### src/rtl/mem_arbiter_pkg.sv
`default_nettype none
// ============================================================================
// Module  : mem_arbiter_pkg
// Brief   : Shared types and constants for the two-master memory arbiter.
// Revision: 1.0 - initial release
// ============================================================================
package mem_arbiter_pkg;

    typedef enum logic [1:0] {
        ST_IDLE = 2'd0,
        ST_REQ  = 2'd1,
        ST_RESP = 2'd2
    } arb_state_e;

    localparam logic MST_IFU = 1'b0;
    localparam logic MST_LSU = 1'b1;

    function automatic int unsigned wmask_width(input int unsigned data_w);
        return data_w / 8;
    endfunction

endpackage
`default_nettype wire

### src/rtl/mem_arbiter_rr_arb2.sv
`default_nettype none
// ============================================================================
// Module  : rr_arb2
// Brief   : Two-input round-robin grant; a tie goes to the side not granted last.
// Revision: 1.0 - initial release
// ============================================================================
module rr_arb2
    import mem_arbiter_pkg::*;
(
    input  logic       clk,
    input  logic       rst,
    input  logic [1:0] i_req,
    input  logic       i_update_en,
    output logic [1:0] o_grant,
    output logic       o_last_grant
);

    logic r_last_grant_q;
    logic w_last_grant_d;
    logic [1:0] w_grant;

    always_comb begin
        w_grant = 2'b00;
        case (i_req)
            2'b01:   w_grant = 2'b01;
            2'b10:   w_grant = 2'b10;
            2'b11:   w_grant = (r_last_grant_q == MST_IFU) ? 2'b10 : 2'b01;
            default: w_grant = 2'b00;
        endcase

        w_last_grant_d = r_last_grant_q;
        if (i_update_en && (w_grant != 2'b00)) begin
            w_last_grant_d = w_grant[1] ? MST_LSU : MST_IFU;
        end
    end

    // Reset to LSU so the IFU wins the very first tie.
    always_ff @(posedge clk) begin
        if (rst) begin
            r_last_grant_q <= MST_LSU;
        end else begin
            r_last_grant_q <= w_last_grant_d;
        end
    end

    assign o_grant      = w_grant;
    assign o_last_grant = r_last_grant_q;

endmodule
`default_nettype wire

### src/rtl/mem_arbiter.sv
`default_nettype none
// ============================================================================
// Module  : mem_arbiter
// Brief   : IFU/LSU to single memory port arbiter, one transaction in flight.
// Revision: 1.0 - initial release
// ============================================================================
module mem_arbiter
    import mem_arbiter_pkg::*;
#(
    parameter int unsigned ADDR_W = 32,
    parameter int unsigned DATA_W = 32
) (
    input  logic                            clk,
    input  logic                            rst,

    input  logic                            ifu_req_valid,
    output logic                            ifu_req_ready,
    input  logic [ADDR_W-1:0]               ifu_addr,
    output logic                            ifu_resp_valid,
    output logic [DATA_W-1:0]               ifu_rdata,

    input  logic                            lsu_req_valid,
    output logic                            lsu_req_ready,
    input  logic                            lsu_we,
    input  logic [ADDR_W-1:0]               lsu_addr,
    input  logic [DATA_W-1:0]               lsu_wdata,
    input  logic [wmask_width(DATA_W)-1:0]  lsu_wmask,
    output logic                            lsu_resp_valid,
    output logic [DATA_W-1:0]               lsu_rdata,

    output logic                            mem_req_valid,
    input  logic                            mem_req_ready,
    output logic                            mem_we,
    output logic [ADDR_W-1:0]               mem_addr,
    output logic [DATA_W-1:0]               mem_wdata,
    output logic [wmask_width(DATA_W)-1:0]  mem_wmask,
    input  logic                            mem_resp_valid,
    input  logic [DATA_W-1:0]               mem_rdata
);

    localparam int unsigned c_mask_w = wmask_width(DATA_W);

    arb_state_e            r_state_q, w_state_d;
    logic                  r_owner_q, w_owner_d;
    logic                  r_mem_we_q, w_mem_we_d;
    logic [ADDR_W-1:0]     r_mem_addr_q, w_mem_addr_d;
    logic [DATA_W-1:0]     r_mem_wdata_q, w_mem_wdata_d;
    logic [c_mask_w-1:0]   r_mem_wmask_q, w_mem_wmask_d;

    logic                  w_idle;
    logic [1:0]            w_grant;
    logic                  w_accept;
    logic                  w_resp_fire;
    logic                  w_last_grant;

    assign w_idle = (r_state_q == ST_IDLE);

    // Requests are only presented to the arbiter in IDLE, so grants are zero elsewhere.
    rr_arb2 u_rr_arb2 (
        .clk          (clk),
        .rst          (rst),
        .i_req        ({lsu_req_valid & w_idle, ifu_req_valid & w_idle}),
        .i_update_en  (w_accept),
        .o_grant      (w_grant),
        .o_last_grant (w_last_grant)
    );

    assign w_accept = w_idle && (w_grant != 2'b00);

    // A response counts only once the request has been handed to memory.
    assign w_resp_fire = mem_resp_valid &&
                         ((r_state_q == ST_RESP) || ((r_state_q == ST_REQ) && mem_req_ready));

    always_comb begin
        w_state_d     = r_state_q;
        w_owner_d     = r_owner_q;
        w_mem_we_d    = r_mem_we_q;
        w_mem_addr_d  = r_mem_addr_q;
        w_mem_wdata_d = r_mem_wdata_q;
        w_mem_wmask_d = r_mem_wmask_q;

        case (r_state_q)
            ST_IDLE: begin
                if (w_accept) begin
                    w_state_d = ST_REQ;
                    if (w_grant[MST_LSU]) begin
                        w_owner_d     = MST_LSU;
                        w_mem_we_d    = lsu_we;
                        w_mem_addr_d  = lsu_addr;
                        w_mem_wdata_d = lsu_wdata;
                        w_mem_wmask_d = lsu_wmask;
                    end else begin
                        w_owner_d     = MST_IFU;
                        w_mem_we_d    = 1'b0;
                        w_mem_addr_d  = ifu_addr;
                        w_mem_wdata_d = '0;
                        w_mem_wmask_d = '0;
                    end
                end
            end
            ST_REQ: begin
                if (mem_req_ready) begin
                    w_state_d = mem_resp_valid ? ST_IDLE : ST_RESP;
                end
            end
            ST_RESP: begin
                if (mem_resp_valid) begin
                    w_state_d = ST_IDLE;
                end
            end
            default: w_state_d = ST_IDLE;
        endcase
    end

    always_ff @(posedge clk) begin
        if (rst) begin
            r_state_q     <= ST_IDLE;
            r_owner_q     <= MST_IFU;
            r_mem_we_q    <= 1'b0;
            r_mem_addr_q  <= '0;
            r_mem_wdata_q <= '0;
            r_mem_wmask_q <= '0;
        end else begin
            r_state_q     <= w_state_d;
            r_owner_q     <= w_owner_d;
            r_mem_we_q    <= w_mem_we_d;
            r_mem_addr_q  <= w_mem_addr_d;
            r_mem_wdata_q <= w_mem_wdata_d;
            r_mem_wmask_q <= w_mem_wmask_d;
        end
    end

    assign ifu_req_ready  = w_grant[MST_IFU];
    assign lsu_req_ready  = w_grant[MST_LSU];

    assign ifu_resp_valid = w_resp_fire && (r_owner_q == MST_IFU);
    assign lsu_resp_valid = w_resp_fire && (r_owner_q == MST_LSU);
    assign ifu_rdata      = mem_rdata;
    assign lsu_rdata      = mem_rdata;

    assign mem_req_valid  = (r_state_q == ST_REQ);
    assign mem_we         = r_mem_we_q;
    assign mem_addr       = r_mem_addr_q;
    assign mem_wdata      = r_mem_wdata_q;
    assign mem_wmask      = r_mem_wmask_q;

endmodule
`default_nettype wire

### config.mk
export PLATFORM = sky130hd
export DESIGN_NAME = mem_arbiter
export DESIGN_NICKNAME = d
export VERILOG_FILES = /design/src/rtl/mem_arbiter_pkg.sv /design/src/rtl/mem_arbiter_rr_arb2.sv /design/src/rtl/mem_arbiter.sv
export SDC_FILE = /design/constraint.sdc
export NUM_CORES = 1
export LEC_CHECK = 0
export BUFFER_PORTS_ARGS = -buffer_cell sky130_fd_sc_hd__buf_4
export CAP_MARGIN = 40
export CORE_AREA = 2 2 139 114
export DETAILED_ROUTE_END_ITERATION = 7
export DIE_AREA = 0 0 141 116
export GPL_TIMING_DRIVEN = 0
export HOLD_SLACK_MARGIN = 0.15
export SLEW_MARGIN = 5
export SYNTH_ARGS = -nofsm -noshare
export SYNTH_HDL_FRONTEND = slang
export SYNTH_HIERARCHICAL = 1
export SYNTH_SLANG_ARGS = --single-unit
export TNS_END_PERCENT = 1
### constraint.sdc
create_clock -name clk -period 2.75 [get_ports clk]
set_input_delay 0.275 -clock clk [delete_from_list [all_inputs] [get_ports clk]]
set_output_delay 0.275 -clock clk [all_outputs]
set_load 0.1 [all_outputs]
==> impl_metrics.tcl, run 1 <==
set metrics [dict create \
    outcome "finished clean" \
    pre_cts_slack_ns -0.0630 \
    ys_ff_latch 73 \
    grt_start_max_net_pins 13 \
    postSynthNetCount 542 \
    finalCritPeriodShare 0.885 \
    timing.critical_path.to_type "flop" \
    cts_sinks 73 \
    maxSlewHeadroom 0.523 \
    postSynthCellCount 403 \
    worstRegToRegCells 12 \
    synthDistinctLibCells 30 \
    die_height_microns 116 \
    grtUsageTotal 0.140 \
    yosys_warnings 6 \
    sum_of_overflow_across_all_layers_after_global_routing 0 \
    finalHoldWorstSlack_ns 0.185 \
    worst_slack_ns 0.317 \
    seqCellArea_sq_mm 0.00146 \
    vias_in_the_first_global_route 3674 \
    dpl.cell_count 836 \
    r2r_slack_ns 0.32 \
    wire_per_inst_microns 14.0 \
    num-fill-cells 1499 \
    max_cap_viol_count 0 \
    cts_htree_levels 3 \
    antenna_found_initial 0 \
    firstDrtPassIters 5 \
    finalHoldViolations 0 \
    timing.fmax_mhz 411 \
    hp-start "lsu_wdata[1]" \
    placement.io_buffers 244 \
    synth_top_cell_area_share 0.398 \
    async_reset_ff_frac 0 \
    worst_vdd_ir_v 0.000468 \
    hold-path-endpoint "mem_wdata[1]$_SDFFE_PP0P_" \
    reg2reg_from "r_state_q[1]$_SDFFE_PP0P_" \
    min_path_type "input port to flop" \
    worst-endpoint-arrival_ns 2.66 \
    holdPathStages 3 \
    detailed_place_hpwl_mm 9.57 \
    clk_transition_reported_paths_ns 0.06 \
    final_core_util 0.414 \
    worst-setup-path-type "flop to flop" \
    layout_area_overhead_pct 67.8 \
    crit-reg2reg-capture "u_rr_arb2/o_last_grant$_SDFFE_PP1P_" \
    fin_nets 803 \
    layout_cell_share_with_drive_strength_beyond_1 0.575 \
    p_leak_nw 2.83 \
    final-instance-count-excl-fill 858 \
    clock-root-buffer "sky130_fd_sc_hd__clkbuf_16" \
    tritoncts "yes" \
    post-route-min-period_ns 2.43 \
    io-pin-count 277 \
    design.core.area_sq_mm 0.0149 \
    gp_congestion 0.708 \
    cp_max_fo 11 \
    yosys-top-cells-area "sky130_fd_sc_hd__dfxtp_1 (40%), sky130_fd_sc_hd__buf_4 (14%), sky130_fd_sc_hd__a21oi_1 (10%), sky130_fd_sc_hd__a211oi_2 (9.9%), sky130_fd_sc_hd__mux2i_1 (8.7%)" \
    ys_dominant_reg_cell "sky130_fd_sc_hd__dfxtp_1" \
    numCtsBuffers 9 \
    finalInstanceArea_sq_mm 0.00615 \
    final_setup_violation_count 0 \
    synth.yosys.seq_area_share 0.398 \
    std_cell_rows 40 \
    worst-endpoint-required_ns 2.98 \
    total_power_divided_by_cell_area_mw_per_mm2 846 \
    post_drt_via_cell_ratio 4.35 \
    synth_top_area_cell "sky130_fd_sc_hd__dfxtp_1" \
    wl_mm 12.0 \
    n_antenna_cell 0 \
    area_taken_by_multi_input_logic_gates_sq_mm 0.00158 \
    antenna_violating_nets_post_route 0 \
    floorplan.die.width_microns 141 \
    first_iter_violations 117 \
    synth_enable_flop_cells 0 \
    final_max_slew_violation_count 0 \
    post_synth_instance_area_sq_mm 0.00367 \
    initial_core_util 0.247 \
    clk-insertion-delay-late_ns 0.34 \
    via_count 3735 \
    clk_path_buf_depth 2 \
    rsz0062_at_grt "false" \
    placed_area_sq_mm 0.00578 \
    timing_worst_slew_pin_value_ns 0.715 \
    clock_skew_ns 0.0103 \
    synth_area_per_cell_sq_um 9.10 \
    cp-start-kind "flop" \
    grt_pass1_wl_mm 18.2 \
    fp.dieArea_sq_mm 0.0164 \
    route.detailed.drc 0 \
]
[synth_stat cells, types with 3 or more instances]
cell and number:
sky130_fd_sc_hd__o21ai_0 28, sky130_fd_sc_hd__a21oi_1 73, sky130_fd_sc_hd__dfxtp_1 73, sky130_fd_sc_hd__nand2_1 38
sky130_fd_sc_hd__buf_6 4, sky130_fd_sc_hd__a211oi_2 29, sky130_fd_sc_hd__buf_2 11, sky130_fd_sc_hd__buf_4 66
sky130_fd_sc_hd__o21ai_1 10, sky130_fd_sc_hd__clkbuf_1 14, sky130_fd_sc_hd__mux2i_1 32, sky130_fd_sc_hd__a211oi_1 3
[metal layers]
| layer | GRT usage | vias to the layer above | routed length [microns] |
|---|---|---|---|
| li1 | - | 1861 | - |
| met1 | 0.169 | 1711 | 5070 |
| met2 | 0.230 | 149 | 5760 |
| met3 | 0.0566 | 14 | 975 |
| met4 | 0.0433 | 0 | 171 |
| met5 | 0 | - | 0 |
[cell families (layout without fill, tap and decap cells)]
family | after synthesis | in the layout | synth area share
AO/OA/AOI/OAI | 146 | 146 | 0.264
buffers and inverters | 99 | 365 | 0.181
flip-flops | 73 | 73 | 0.398
AND/OR/NAND/NOR | 53 | 53 | 0.0693
multiplexers | 32 | 32 | 0.0873
[cell usage in the layout, fill, tap and decap left out, types with 9 or more instances in the layout]
cell type / netlist / layout
sky130_fd_sc_hd__a211oi_2: 29 / 29
sky130_fd_sc_hd__a21oi_1: 73 / 73
sky130_fd_sc_hd__buf_2: 11 / 11
sky130_fd_sc_hd__buf_4: 66 / 314
sky130_fd_sc_hd__clkbuf_1: 14 / 13
sky130_fd_sc_hd__clkbuf_16: 0 / 9
sky130_fd_sc_hd__dfxtp_1: 73 / 73
sky130_fd_sc_hd__mux2i_1: 32 / 32
sky130_fd_sc_hd__nand2_1: 38 / 38
sky130_fd_sc_hd__o21ai_0: 28 / 28
sky130_fd_sc_hd__o21ai_1: 10 / 10
[report_power, final]
| group | internal [mW] | total, mW | switching, mW |
|---|---|---|---|
| logic | 0.697 | 2.70 | 2.00 |
| registers | 1.21 | 1.29 | 0.0849 |
| clock network | 0.774 | 1.22 | 0.442 |
[layout make-up]
cell class | instances | area share
repair buffers | 250 | 0.306
multi-input cells | 231 | 0.257
flip-flops and latches | 73 | 0.237
plain buffers | 97 | 0.108
clock buffers | 12 | 0.0433
well taps | 189 | 0.0384
clock inverters | 4 | 0.00813
inverters | 2 | 0.00122
[critical path: stages, from the launching register on]
cell and delay, ns:
sky130_fd_sc_hd__dfxtp_1 0.40, sky130_fd_sc_hd__nor2_4 0.17, sky130_fd_sc_hd__clkbuf_8 0.17, sky130_fd_sc_hd__and2_1 0.23, sky130_fd_sc_hd__a21boi_4 0.23, sky130_fd_sc_hd__buf_6 0.17, sky130_fd_sc_hd__or2_1 0.11, sky130_fd_sc_hd__buf_2 0.16
sky130_fd_sc_hd__nand2_2 0.09, sky130_fd_sc_hd__inv_2 0.14, sky130_fd_sc_hd__buf_6 0.19, sky130_fd_sc_hd__and3_1 0.19, sky130_fd_sc_hd__o21bai_2 0.07
[per-stage QoR]
step,power [mW],setup TNS [ns]
3_5_place_dp,4.00,-0.823
3_3_place_gp,3.97,0
2_1_floorplan,3.40,-0.0359
6_report,5.20,0
5_1_grt,5.43,0
4_1_cts,5.26,0
[timing repair]
action,4_1_cts,5_1_grt
endpoints found under the setup margin,28,1
buffers inserted,3,1
hold endpoints to repair,2,0
resized for setup,2,0
pin swaps,1,1
hold buffers,2,0
[flip-flops by register name (all words and copies together), names as in the netlist]
name,flops
u_rr_arb2/o_last_grant,1
mem_addr,32
mem_wdata,32
mem_we,1
mem_wmask,4
r_state_q,2
r_owner_q,1
[worst max path at each step]
stage	endpoint	from	slack [ns]
floorplan	u_rr_arb2/o_last_grant$_SDFFE_PP1P_	r_state_q[1]$_SDFFE_PP0P_	-0.04
global placement	mem_wdata[21]$_SDFFE_PP0P_	r_state_q[1]$_SDFFE_PP0P_	0.005
detailed placement	mem_wdata[29]$_SDFFE_PP0P_	r_state_q[1]$_SDFFE_PP0P_	-0.06
CTS	u_rr_arb2/o_last_grant$_SDFFE_PP1P_	r_state_q[0]$_SDFFE_PP0P_	0.04
global route	u_rr_arb2/o_last_grant$_SDFFE_PP1P_	r_state_q[1]$_SDFFE_PP0P_	0.16
finish	u_rr_arb2/o_last_grant$_SDFFE_PP1P_	r_state_q[1]$_SDFFE_PP0P_	0.32
Power figures use the tool's default switching activity.
==> run 2: changes to the inputs <==
--- a/config.mk
+++ b/config.mk
@@ -5,11 +5,11 @@
 export SDC_FILE = /design/constraint.sdc
 export NUM_CORES = 1
 export LEC_CHECK = 0
-export BUFFER_PORTS_ARGS = -buffer_cell sky130_fd_sc_hd__buf_4
 export CAP_MARGIN = 40
 export CORE_AREA = 2 2 139 114
 export DETAILED_ROUTE_END_ITERATION = 7
 export DIE_AREA = 0 0 141 116
+export DONT_BUFFER_PORTS = 1
 export GPL_TIMING_DRIVEN = 0
 export HOLD_SLACK_MARGIN = 0.15
 export SLEW_MARGIN = 5
==> run 2 against run 1 <==
  * Sequential share of layout area is 0.77 points higher
  * First-iteration DRC count rose by 13%
  * Hold slack better by 0.015 ns
  * Utilization fell by 1.2 points
  * Via count decreased by 8.9%
  * Register-to-register slack got worse by 0.22 ns
  * Total power grew 3.7%
  * Non-clock buffer count down 132
  * Global-route usage up 0.36 points
  * Worst setup slack got worse by 0.22 ns
  * Sequential power rose by 5%
  * Critical path type unchanged
  * Critical endpoint is now mem_addr[22]$_SDFFE_PP0P_
==> impl_metrics.tcl, run 2 (synthesized netlist as in run 1, its figures left out) <==
set metrics [dict create \
    post_drt_via_cell_ratio 4.68 \
    grtUsageTotal 0.143 \
    critical-path-slowest-cell "sky130_fd_sc_hd__a21boi_4" \
    clock-root-buffer "sky130_fd_sc_hd__clkbuf_16" \
    hp-start "ifu_addr[9]" \
    wire_per_inst_microns 17.0 \
    p_leak_nw 2.37 \
    cp-start-kind "flop" \
    crit_path_start "r_state_q[1]$_SDFFE_PP0P_" \
    clk_transition_reported_paths_ns 0.06 \
    final_setup_violation_count 0 \
    critPathBufInv 4 \
    floorplan.die.width_microns 141 \
    placement.io_buffers 0 \
    vias_in_the_first_global_route 3488 \
    clk_path_buf_depth 2 \
    wl_met1_mm 4.86 \
    clk-insertion-delay-late_ns 0.33 \
    longest_individual_stage_delay_on_the_worst_path_ns 0.66 \
    layout.cells.most_common_list "sky130_fd_sc_hd__a21oi_1 (72), sky130_fd_sc_hd__buf_4 (72), sky130_fd_sc_hd__dfxtp_1 (71), sky130_fd_sc_hd__buf_8 (62), sky130_fd_sc_hd__dlygate4sd3_1 (40)" \
    wl_met3_microns 743 \
    total_power_mw 5.40 \
    final_core_util 0.402 \
    worst_slack_ns 0.100 \
    layout_area_overhead_pct 62.8 \
    clock_skew_ns 0.00532 \
    numCtsBuffers 9 \
    timing.critical_path.to_type "flop" \
    worst-setup-path-type "flop to flop" \
    r2r_slack_ns 0.1 \
    grt_start_max_net_pins 12 \
    post-route-min-period_ns 2.65 \
    via_count 3401 \
    wl_mm 12.3 \
    total_power_divided_by_cell_area_mw_per_mm2 904 \
    pre_cts_slack_ns -0.665 \
    maxSlewHeadroom 0.476 \
    final_max_slew_violation_count 0 \
    sum_of_overflow_across_all_layers_after_global_routing 0 \
    initial_core_util 0.247 \
    cts_htree_levels 3 \
    topmost_layer_with_routed_signal_wires "met4" \
    layout_cell_share_with_drive_strength_beyond_1 0.408 \
    die_height_microns 116 \
    antenna_found_initial 0 \
    rsz0062_at_grt "true" \
    design.core.area_sq_mm 0.0149 \
    finalHoldWorstSlack_ns 0.199 \
    timing.fmax_mhz 377 \
    firstDrtPassIters 4 \
    detailed_place_hpwl_mm 8.98 \
    crit_chain "nor2_4 -> clkbuf_8 -> and2_1 -> a21boi_4 -> buf_8 -> or2_1 -> clkbuf_4 -> buf_2 -> a21oi_1 -> a211oi_2" \
    cp_max_fo 10 \
    route.detailed.drc 0 \
    tritoncts "yes" \
    outcome "finished clean" \
    n_antenna_cell 0 \
    reg2reg_from "r_state_q[1]$_SDFFE_PP0P_" \
    finalCritPeriodShare 0.964 \
    std_cell_rows 40 \
    finalHoldViolations 0 \
    timing_worst_slew_pin_value_ns 0.784 \
    worst_vdd_ir_v 0.000478 \
    gp_congestion 0.722 \
    first_iter_violations 132 \
    fin_nets 671 \
    worst-endpoint-required_ns 2.98 \
    io-pin-count 277 \
    worst-endpoint-arrival_ns 2.88 \
    timing.critical_path.max_delay_family "compound AO/OA/AOI/OAI gates" \
    antenna_violating_nets_post_route 0 \
    min_path_type "input port to flop" \
    grt_pass1_wl_mm 18.1 \
    cts_sinks 73 \
    max_cap_viol_count 0 \
    dr_wl_met2_mm 6.58 \
    fp.dieArea_sq_mm 0.0164 \
]
==> run 2: changes by cell type in the layout (fill, tap and decap cells not counted), sizes merged <==
cell         delta
buf           -175
clkbuf          +7
clkinv          +1
inv             -1
clkinvlp        -2
dlygate4sd3    +38
==> run 2: final cells by class <==
class	instances	area, sq um
buffer	97	703
clock buffer	14	274
clock inverter	2	35.0
fill	1365	8890
inverter	2	12.5
multi-input combinational	231	1590
sequential	73	1460
tap	189	236
timing repair buffer	118	1660
==> run 2: per-stage QoR <==
stage | setup TNS, ns | instance area [sq um] | instances
global route | -0.0987 | 5970 | 726
CTS | 0 | 5930 | 726
finish | 0 | 5970 | 726
floorplan | -0.0359 | 3710 | 403
detailed placement | -35.37 | 5140 | 663
global placement | -30.93 | 3950 | 592
==> run 2: power by group <==
part | total (mW) | switching (mW) | leakage [nW] | internal (mW)
logic | 2.84 | 2.00 | 1.62 | 0.842
clock network | 1.20 | 0.426 | 0.153 | 0.776
registers | 1.36 | 0.148 | 0.600 | 1.21
total | 5.40 | 2.57 | 2.37 | 2.83
==> run 2: what timing repair did <==
action,in CTS,in global routing
buffers inserted,7,0
endpoints found under the hold margin,40,0
hold buffers,40,0
pin swaps,2,0
resized for setup,7,22
endpoints found under the setup margin,72,37
==> run 2: routing by layer <==
metal  vias up  GRT usage
met5         -          0
met4         0     0.0453
met3        13     0.0430
met2       160      0.266
met1      1629      0.159
li1       1599          -
==> run 2: path summary, 6_finish.rpt <==
kind         cells after the start                         to
max                             10  mem_addr[22]$_SDFFE_PP0P_
max reg2reg                     10  mem_addr[22]$_SDFFE_PP0P_
min reg2reg                      2  mem_wdata[0]$_SDFFE_PP0P_
min                              2   mem_addr[9]$_SDFFE_PP0P_
